**src/rtl/memif_pkg.sv**
```systemverilog
`default_nettype none
// ============================================================================
// Module   : memif_pkg
// Brief    : Arbiter state encoding and the 62-bit memory request record.
// Revision : 1.0
// ============================================================================
package memif_pkg;

  typedef enum logic [1:0] {
    ST_BOOT  = 2'd0,
    ST_DRAIN = 2'd1,
    ST_RUN   = 2'd2
  } memif_state_t;

  typedef struct packed {
    logic [3:0]  dqm;
    logic        rw;
    logic [24:0] addr;
    logic [31:0] data;
  } memif_req_t;

  localparam int unsigned c_REQ_W      = 62;
  localparam logic [22:0] c_WORD_MAX   = 23'h7FFFFF;

endpackage
`default_nettype wire

```
**src/rtl/memif_req_fifo.sv**
```systemverilog
`default_nettype none
// ============================================================================
// Module   : memif_req_fifo
// Brief    : Request FIFO; flags come from a registered occupancy count.
// Revision : 1.0
// ============================================================================
module memif_req_fifo
  import memif_pkg::*;
#(
  parameter int P_FIFO_DEPTH = 4
)(
  input  logic                            iCLOCK,
  input  logic                            inRESET,
  input  logic                            iRESET_SYNC,
  input  logic                            iPUSH,
  input  memif_req_t                      iPUSH_DATA,
  input  logic                            iPOP,
  output memif_req_t                      oHEAD,
  output logic                            oFULL,
  output logic                            oEMPTY,
  output logic [$clog2(P_FIFO_DEPTH):0]   oCOUNT
);

  localparam int                 c_PTR_W      = $clog2(P_FIFO_DEPTH);
  localparam logic [c_PTR_W:0]   c_FULL_COUNT = (c_PTR_W + 1)'(P_FIFO_DEPTH);

  memif_req_t           r_mem [P_FIFO_DEPTH];
  logic [c_PTR_W-1:0]   r_wr_ptr;
  logic [c_PTR_W-1:0]   r_rd_ptr;
  logic [c_PTR_W:0]     r_count;
  logic                 w_push;
  logic                 w_pop;

  assign oFULL  = (r_count == c_FULL_COUNT);
  assign oEMPTY = (r_count == '0);
  assign oCOUNT = r_count;
  assign oHEAD  = r_mem[r_rd_ptr];

  assign w_push = iPUSH && !oFULL;
  assign w_pop  = iPOP && !oEMPTY;

  // Power-of-two depth lets the pointers wrap by plain overflow.
  always_ff @(posedge iCLOCK or negedge inRESET) begin
    if (!inRESET) begin
      r_wr_ptr <= '0;
      r_rd_ptr <= '0;
      r_count  <= '0;
    end else if (iRESET_SYNC) begin
      r_wr_ptr <= '0;
      r_rd_ptr <= '0;
      r_count  <= '0;
    end else begin
      if (w_push) r_wr_ptr <= r_wr_ptr + c_PTR_W'(1);
      if (w_pop)  r_rd_ptr <= r_rd_ptr + c_PTR_W'(1);
      case ({w_push, w_pop})
        2'b10:   r_count <= r_count + (c_PTR_W + 1)'(1);
        2'b01:   r_count <= r_count - (c_PTR_W + 1)'(1);
        default: r_count <= r_count;
      endcase
    end
  end

  always_ff @(posedge iCLOCK) begin
    if (w_push) r_mem[r_wr_ptr] <= iPUSH_DATA;
  end

endmodule
`default_nettype wire

```
**src/rtl/iboot_memif_arbiter.sv**
```systemverilog
`default_nettype none
// ============================================================================
// Module   : iboot_memif_arbiter
// Brief    : Hands the memory request path from the boot loader to the CPU.
//            Optional checksum of boot writes: MIST32_IBOOT_CHECKSUM_EN.
// Revision : 1.0
// ============================================================================
module iboot_memif_arbiter
  import memif_pkg::*;
#(
  parameter int P_FIFO_DEPTH = 4
)(
  input  logic         iCLOCK,
  input  logic         inRESET,
  input  logic         iRESET_SYNC,
  input  logic         iIBOOT_VALID,
  input  logic         iIBOOT_REQ_VALID,
  input  logic [3:0]   iIBOOT_REQ_DQM,
  input  logic         iIBOOT_REQ_RW,
  input  logic [24:0]  iIBOOT_REQ_ADDR,
  input  logic [31:0]  iIBOOT_REQ_DATA,
  output logic         oIBOOT_REQ_LOCK,
  input  logic         iCPU_REQ_VALID,
  input  logic [3:0]   iCPU_REQ_DQM,
  input  logic         iCPU_REQ_RW,
  input  logic [24:0]  iCPU_REQ_ADDR,
  input  logic [31:0]  iCPU_REQ_DATA,
  output logic         oCPU_REQ_LOCK,
  output logic         oCPU_RD_VALID,
  output logic [31:0]  oCPU_RD_DATA,
  output logic         oMEM_REQ_VALID,
  output logic [3:0]   oMEM_REQ_DQM,
  output logic         oMEM_REQ_RW,
  output logic [24:0]  oMEM_REQ_ADDR,
  output logic [31:0]  oMEM_REQ_DATA,
  input  logic         iMEM_REQ_LOCK,
  input  logic         iMEM_RD_VALID,
  input  logic [31:0]  iMEM_RD_DATA,
  output logic         oBOOT_DONE,
  output logic [22:0]  oBOOT_WORD_COUNT,
  output logic [31:0]  oBOOT_CHECKSUM
);

  localparam int c_CNT_W = $clog2(P_FIFO_DEPTH) + 1;

  memif_state_t         r_state;
  memif_state_t         w_state_next;
  memif_req_t           w_boot_req;
  memif_req_t           w_cpu_req;
  memif_req_t           w_push_data;
  memif_req_t           w_head;
  logic                 w_full;
  logic                 w_empty;
  logic [c_CNT_W-1:0]   w_count;
  logic                 w_ib_lock;
  logic                 w_cpu_lock;
  logic                 w_boot_acc;
  logic                 w_cpu_acc;
  logic                 w_push;
  logic                 w_pop;
  logic [22:0]          r_word_count;
  logic                 r_rd_valid;
  logic [31:0]          r_rd_data;

  always_comb begin
    w_state_next = r_state;
    w_ib_lock    = 1'b1;
    w_cpu_lock   = 1'b1;
    case (r_state)
      ST_BOOT: begin
        w_ib_lock = w_full;
        if (!iIBOOT_VALID) w_state_next = ST_DRAIN;
      end
      ST_DRAIN: begin
        if (w_count == '0) w_state_next = ST_RUN;
      end
      ST_RUN: begin
        w_cpu_lock = w_full;
      end
      default: w_state_next = ST_BOOT;
    endcase
  end

  always_ff @(posedge iCLOCK or negedge inRESET) begin
    if (!inRESET)         r_state <= ST_BOOT;
    else if (iRESET_SYNC) r_state <= ST_BOOT;
    else                  r_state <= w_state_next;
  end

  // Only the owning side ever sees LOCK=0, so the two accepts never collide.
  assign w_boot_acc  = iIBOOT_REQ_VALID && !w_ib_lock;
  assign w_cpu_acc   = iCPU_REQ_VALID && !w_cpu_lock;
  assign w_push      = w_boot_acc || w_cpu_acc;
  assign w_boot_req  = {iIBOOT_REQ_DQM, iIBOOT_REQ_RW, iIBOOT_REQ_ADDR, iIBOOT_REQ_DATA};
  assign w_cpu_req   = {iCPU_REQ_DQM, iCPU_REQ_RW, iCPU_REQ_ADDR, iCPU_REQ_DATA};
  assign w_push_data = (r_state == ST_RUN) ? w_cpu_req : w_boot_req;
  assign w_pop       = !w_empty && !iMEM_REQ_LOCK;

  memif_req_fifo #(
    .P_FIFO_DEPTH (P_FIFO_DEPTH)
  ) u_fifo (
    .iCLOCK      (iCLOCK),
    .inRESET     (inRESET),
    .iRESET_SYNC (iRESET_SYNC),
    .iPUSH       (w_push),
    .iPUSH_DATA  (w_push_data),
    .iPOP        (w_pop),
    .oHEAD       (w_head),
    .oFULL       (w_full),
    .oEMPTY      (w_empty),
    .oCOUNT      (w_count)
  );

  always_ff @(posedge iCLOCK or negedge inRESET) begin
    if (!inRESET) begin
      r_word_count <= '0;
      r_rd_valid   <= 1'b0;
      r_rd_data    <= '0;
    end else if (iRESET_SYNC) begin
      r_word_count <= '0;
      r_rd_valid   <= 1'b0;
      r_rd_data    <= '0;
    end else begin
      if (w_boot_acc && iIBOOT_REQ_RW && (r_word_count != c_WORD_MAX))
        r_word_count <= r_word_count + 23'd1;
      // Boot-phase read returns are dropped here.
      r_rd_valid <= (r_state == ST_RUN) && iMEM_RD_VALID;
      if ((r_state == ST_RUN) && iMEM_RD_VALID)
        r_rd_data <= iMEM_RD_DATA;
    end
  end

`ifdef MIST32_IBOOT_CHECKSUM_EN
  logic [31:0] r_checksum;

  always_ff @(posedge iCLOCK or negedge inRESET) begin
    if (!inRESET)                         r_checksum <= '0;
    else if (iRESET_SYNC)                 r_checksum <= '0;
    else if (w_boot_acc && iIBOOT_REQ_RW) r_checksum <= r_checksum + iIBOOT_REQ_DATA;
  end

  assign oBOOT_CHECKSUM = r_checksum;
`else
  assign oBOOT_CHECKSUM = 32'h0;
`endif

  assign oIBOOT_REQ_LOCK  = w_ib_lock;
  assign oCPU_REQ_LOCK    = w_cpu_lock;
  assign oMEM_REQ_VALID   = w_pop;
  assign oMEM_REQ_DQM     = w_empty ? 4'h0  : w_head.dqm;
  assign oMEM_REQ_RW      = w_empty ? 1'b0  : w_head.rw;
  assign oMEM_REQ_ADDR    = w_empty ? 25'h0 : w_head.addr;
  assign oMEM_REQ_DATA    = w_empty ? 32'h0 : w_head.data;
  assign oCPU_RD_VALID    = r_rd_valid;
  assign oCPU_RD_DATA     = r_rd_data;
  assign oBOOT_DONE       = (r_state == ST_RUN);
  assign oBOOT_WORD_COUNT = r_word_count;

endmodule
`default_nettype wire

```
**config.mk**
```make
export PLATFORM = sky130hd
export DESIGN_NAME = iboot_memif_arbiter
export DESIGN_NICKNAME = d
export VERILOG_FILES = /design/src/rtl/memif_pkg.sv /design/src/rtl/memif_req_fifo.sv /design/src/rtl/iboot_memif_arbiter.sv
export SDC_FILE = /design/constraint.sdc
export NUM_CORES = 1
export LEC_CHECK = 0
export ABC_AREA = 1
export BUFFER_PORTS_ARGS = -buffer_cell sky130_fd_sc_hd__buf_2
export CORE_MARGIN = 10
export CORE_UTILIZATION = 35
export DETAILED_ROUTE_END_ITERATION = 10
export RECOVER_POWER = 100
export SYNTH_ARGS = -nofsm -noshare
export SYNTH_HDL_FRONTEND = slang
export SYNTH_SLANG_ARGS = --single-unit
```
**constraint.sdc**
```tcl
create_clock -name iCLOCK -period 11.6 [get_ports iCLOCK]
set_clock_uncertainty 0.2 [all_clocks]
set_input_delay 1.16 -clock iCLOCK [delete_from_list [all_inputs] [get_ports iCLOCK]]
set_output_delay 1.16 -clock iCLOCK [all_outputs]
set_load 0.05 [all_outputs]
```
; ---- After elaboration in Yosys (flattened, before gate mapping)
; Memories as Yosys holds them, arrays and structs flattened.
; Index checks and enable logic that the tools add are counted.
[classes]
n_addsub = 5
n_eq_ne = 9
muxes = 24
reduce_logical = 22
[op_table]
columns = operator, n
row1 = 32-bit two-way mux, 3
row2 = 62-bit two-way mux, 1
row3 = 23-bit two-way mux, 2
row4 = 25-bit two-way mux, 1
row5 = 23-bit by 1-bit adder with 23-bit output (second input constant), 1
row6 = 23-bit inequality test (second input constant), 1
row7 = 2-bit two-way mux, 7
row8 = 1-bit logical AND, 8
row9 = 2-bit nonzero test, 4
row10 = 1-bit two-way mux, 6
row11 = 2-bit case mux with 3 select lines, 1
row12 = 3-bit case mux with 2 select lines, 1
row13 = 1-bit logical NOT, 5
row14 = 2-bit by 1-bit adder with 2-bit output (second input constant), 2
row15 = 2-bit by 1-bit equality test with 1-bit output (second input constant), 2
row16 = 2-bit equality test (second input constant), 2
row17 = 4-bit two-way mux, 1
row18 = 3-bit by 1-bit adder with 3-bit output (second input constant), 1
row19 = 3-bit equality test (second input constant), 1
row20 = 3-bit logical NOT, 1
row21 = 3-bit two-way mux, 1
row22 = 3-bit by 2-bit inequality test with 1-bit output (second input constant), 1
row23 = 3-bit inequality test (second input constant), 1
row24 = 3-bit AND reduction, 1
row25 = 5 further kinds, 5
[totals]
ff_bits = 65
in_bits = 164
ram_bits = 248
elab_cells = 68
n_memories = 1
output_inout_bits = 154
[mem_list]
columns = memory, words, width, rd, rd_clocked_by_memory_dff, wr, line
row1 = u_fifo.r_mem, 4, 62, 1, 0, 1, memif_req_fifo.sv:27  ; memif_req_t r_mem [P_FIFO_DEPTH];

; ---- Longest topological paths before layout
[logic_depth]
word_depth = 9
ltp_mapped = 12
ltp_nobuf = 11

; ---- By module
; A second synthesis with hierarchy kept.
[unflattened]
hier_cells = 1417
area_unflattened_um2 = 14159.8
[by_module_without_submodules]
columns = mod, n_inst, area_per_inst_um2, seq_area_each_um2, cells_per_inst
row1 = memif_req_fifo, 1, 9725.6, 7622.3, 667
row2 = iboot_memif_arbiter, 1, 4434.3, 1451.4, 750

; ---- Least setup slack after synthesis
; No wires, ideal clock.
[synth_timing]
path_kind = input to register
from = in iIBOOT_REQ_VALID
to = mem u_fifo.r_mem[0][0] (netlist name), enable pin
arrival_ps = 4089
path_buffers = 0
t_required_ps = 10918
path_slack_ps = 6829
cell_stages = 4
path_cell_list = nand3_1 > nand2_1 > inv_1 > nor2_1
[synth_via]
elab_chain_len = 5
[synth_lines]
columns = item, line
row1 = "start, declared", iboot_memif_arbiter.sv:17  ; input logic iIBOOT_REQ_VALID,
row2 = 1-bit logical AND, iboot_memif_arbiter.sv:91  ; assign w_boot_acc = iIBOOT_REQ_VALID && !w_ib_lock;
row3 = 1-bit logical OR, iboot_memif_arbiter.sv:93  ; assign w_push = w_boot_acc || w_cpu_acc;
row4 = 1-bit logical AND, memif_req_fifo.sv:39  ; assign w_push = iPUSH && !oFULL;
row5 = 1-bit two-way mux, memif_req_fifo.sv:64  ; if (w_push) r_mem[r_wr_ptr] <= iPUSH_DATA;
row6 = 1-bit two-way mux (not written as such), memif_req_fifo.sv:64
row7 = "end, declared", memif_req_fifo.sv:27
; No other way between the ends.

; ---- Final worst setup path
[layout_timing]
from = reg u_fifo.r_rd_ptr[0]
to = out oMEM_REQ_DATA[31]
[layout_via]
elab_chain_len = 2
[layout_lines]
columns = item, line
row1 = "start, declared", memif_req_fifo.sv:29  ; logic [c_PTR_W-1:0] r_rd_ptr;
row2 = "start signal, assigned", memif_req_fifo.sv:54  ; if (w_pop) r_rd_ptr <= r_rd_ptr + c_PTR_W'(1);
row3 = memory 4 x 62 bit, --
row4 = 32-bit two-way mux, iboot_memif_arbiter.sv:153  ; assign oMEM_REQ_DATA = w_empty ? 32'h0 : w_head.data;
row5 = "end, declared", iboot_memif_arbiter.sv:35  ; output logic [31:0] oMEM_REQ_DATA,
; No other way between the ends.

==> results.yml <==
routing:
  firstDrtPassIters: 4
  vias: 10600
  drc_errors: 0
  first_iter_violations: 540
  ant_nets: 0
  avgRoutedWirePerCell_microns: 17.4
  via_per_inst: 4.77
  routed_wirelength_mm: 38.7
layout:
  n_antenna_cell: 0
  area_growth_pct: 19.0
  fillCellCount: 3897
  layout_common_cells: "nand2_1, nor2_1, edfxtp_1, buf_2, clkbuf_1"
  seqCellArea_sq_um: 9070
  final_cell_area_sq_um: 16600
  layout-drive-gt1-share_pct: 14.5
  multiInputGateArea_sq_um: 4300
  final_common_cell: "nand2_1"
  fin_nets: 1839
cts:
  clk_latency_ps: 510
  cts_tree: "yes"
  cts_resized: 0
  numClockSinks: 313
  cts_hold_buf: 0
  htree_levels: 2
  clk_pin_slew_ps: 70
  clk_path_buf_depth: 3
  cts_made_buffers: 35
  ctsRootBufferMaster: "clkbuf_16"
  post_cts_buffers: 0
floorplan:
  core_area_sq_um: 39500
  start_util_pct: 35.2
  ios: 318
  die_x_microns: 219
  die_h_microns: 219
  rows: 73
  dieArea_sq_um: 48200
synthesis:
  synth_warnings: 0
  synth-seq-cells: 313
  synth_area_leaders: "edfxtp_1, dfrtp_1, nand2_1"
  syn_area_per_cell_sq_um: 9.89
  syn_inst: 1408
  synth_area_sq_um: 13900
  yosysTopAreaCellShare_pct: 53.5
  synth.distinct_cells: 33
  ys_seq_area_share_pct: 65.1
  synth_area_leader_cell: "edfxtp_1"
power:
  p_switching_mw: 1.91
  pwr-share-seq_pct: 36.7
  worst_ir_drop_vdd_v: 0.000108
  power_frac_comb_pct: 39.3
  clkPwrFrac_pct: 24.0
  power_density_nw_per_um2: 264
  p_leak_nw: 6.72
  switching_share_pct: 43.7
  internal_power_mw: 2.46
  power_mw: 4.37
sta:
  period_minus_slack_ps: 7260
  setup-tns-final_ps: 0
  hold_viol: 0
  fmax_mhz: 138
  drv_slew: 694
  tightestPinTransition_ps: 3920
  rsz0062_at_grt: "false"
  finalCritPeriodShare_pct: 62.6
  finalSetupViolCount: 0
  slew_headroom_pct: -161
setup_path:
  cp_data_required_time_ps: 10240
  crit_family: "buffers and inverters"
  setup.worst_path.class: "flip-flop to primary output"
  path_buf_inv: 2
  end_kind: "primary output"
  worstPathMaxFanout: 79
  reg2reg_to: "u_fifo.r_mem[1][47]$_DFFE_PP_"
  critPathArrivalTime_ps: 5900
  cp_num_cells: 6
  crit_start: "u_fifo.r_rd_ptr[0]$_DFFE_PN0P_"
  ff2ff_path_depth: 7
  critPathLaunchType: "flip-flop"
  worstSetupEndpoint: "oMEM_REQ_DATA[31]"
  slowest_delay_ps: 2550
  reg2reg_from: "u_fifo.oCOUNT[0]$_DFFE_PN0P_"
  slowest_stage: "clkbuf_1"
  rrSetupSlack_ps: 5900
  crit_chain: "clkbuf_1, nor2_1, nor2_1, o21ai_0, a21oi_1, clkbuf_1"
run:
  timing.max_cap.violations: 15
min_path:
  min-delay-path-class: "flip-flop to flip-flop"
grt:
  track_usage_pct: 15.6
  grt_overflow: 0
  grt_max_degree: 80
  grt_pass1_vias: 10700
  antenna_found_initial: 3
  grt_first_pass_wirelength_mm: 59.1
place:
  io_buffers: 285
  place.detailed.hpwl_mm: 24.9
  gp_congestion: 0.830
  dpl_cell_area_sq_um: 15700
outcome:
  failed_checks: "max-capacitance violations, max-slew violations"
  status: "complete, but fails checks"
## area by class of cell
cell class                 instances  area share (%)
tap                              525            3.96
sequential                       313            54.8
timing repair buffer             300            8.12
clock inverter                    14           0.695
inverter                          28           0.649
clock buffer                      47            5.87
multi-input combinational        991            25.9
## per-layer routing
metal | part of all wire [%] | GRT usage (%) | wire [microns] | vias up
li1 | - | - | - | 5165
met1 | 42 | 19.1 | 16200 | 5019
met2 | 47 | 26.1 | 18100 | 349
met3 | 9.4 | 5.20 | 3620 | 52
met4 | 1.7 | 3.40 | 651 | 4
met5 | 0.083 | 0 | 32 | -
## logic make-up after synthesis
family | synth area share (%)
DFF | 65.1
and+or+nand+nor | 21.4
buffers and inverters | 4.80
xor gates and xnor gates | 0.880
adders and majority gates | 0.593
AOI/OAI and AO/OA | 7.16
other | 0.0269
## flip-flops by register name, summed over array words and instances, names as in the netlist
register / count
oCPU_RD_VALID: 1
u_fifo.r_rd_ptr: 2
u_fifo.oCOUNT: 3
u_fifo.r_wr_ptr: 2
u_fifo.r_mem: 248
oCPU_RD_DATA: 32
r_state: 2
oBOOT_WORD_COUNT: 23
## synthesized netlist by cell type
library cell	number
o21ai_0	129
nor3_4	1
inv_1	21
edfxtp_1	248
ha_1	5
nor3_2	1
nand2_1	351
buf_2	12
nor3_1	1
buf_6	1
nor2_4	2
buf_12	1
a21oi_1	69
o22ai_1	1
nand3b_1	1
buf_4	32
nand2_2	13
nand4_1	13
inv_2	6
nand2_4	2
nand3_1	54
clkbuf_1	56
or2_2	1
nor2_1	296
dfrtp_1	65
nor2_2	3
inv_4	1
buf_1	5
xor2_1	13
nand3_2	1
conb_1	1
xnor2_1	1
fa_1	1
## how the worst min path moves through the flow
stage                                        start                             end  slack [ps]  cells after the start
finish                 oCPU_RD_DATA[5]$_DFFE_PN0P_     oCPU_RD_DATA[5]$_DFFE_PN0P_         310                      2
global route          oCPU_RD_DATA[10]$_DFFE_PN0P_    oCPU_RD_DATA[10]$_DFFE_PN0P_         330                      2
CTS                   oCPU_RD_DATA[16]$_DFFE_PN0P_    oCPU_RD_DATA[16]$_DFFE_PN0P_         310                      2
detailed placement    oCPU_RD_DATA[23]$_DFFE_PN0P_    oCPU_RD_DATA[23]$_DFFE_PN0P_         290                      2
global placement      oCPU_RD_DATA[23]$_DFFE_PN0P_    oCPU_RD_DATA[23]$_DFFE_PN0P_         290                      2
floorplan           u_fifo.r_wr_ptr[0]$_DFFE_PN0P_  u_fifo.r_wr_ptr[0]$_DFFE_PN0P_         290                      1
## through the flow
step                hold slack (ps)  utilization [%]  worst slack, ps  instances
floorplan                       287                -             6830       1439
global placement                289             39.8             7520       2157
detailed placement              290             39.8             7450       2157
CTS                             313             42.5             6860       2218
global route                    331             41.9             3650       2218
finish                          313             41.9             4340       2218
## power groups by stage
| stage | Sequential [mW] | Combinational (mW) | Clock, mW |
|---|---|---|---|
| 3_3_place_gp | 1.61 | 1.75 | 0 |
| 2_1_floorplan | 1.65 | 1.23 | 0 |
| 4_1_cts | 1.59 | 1.78 | 1.08 |
| 3_5_place_dp | 1.62 | 1.77 | 0 |
| 6_report | 1.61 | 1.72 | 1.05 |
| 5_1_grt | 1.63 | 1.88 | 1.13 |
## worst register-to-register path, stage by stage, from the launching register on
cell,delay (ps)
dfrtp_1,490
nor2_1,70
nand2_1,180
nand3_1,130
nand2_1,200
inv_1,150
nor2_1,1680
clkbuf_1,2130
No activity file was read; power rests on OpenSTA's default activity.
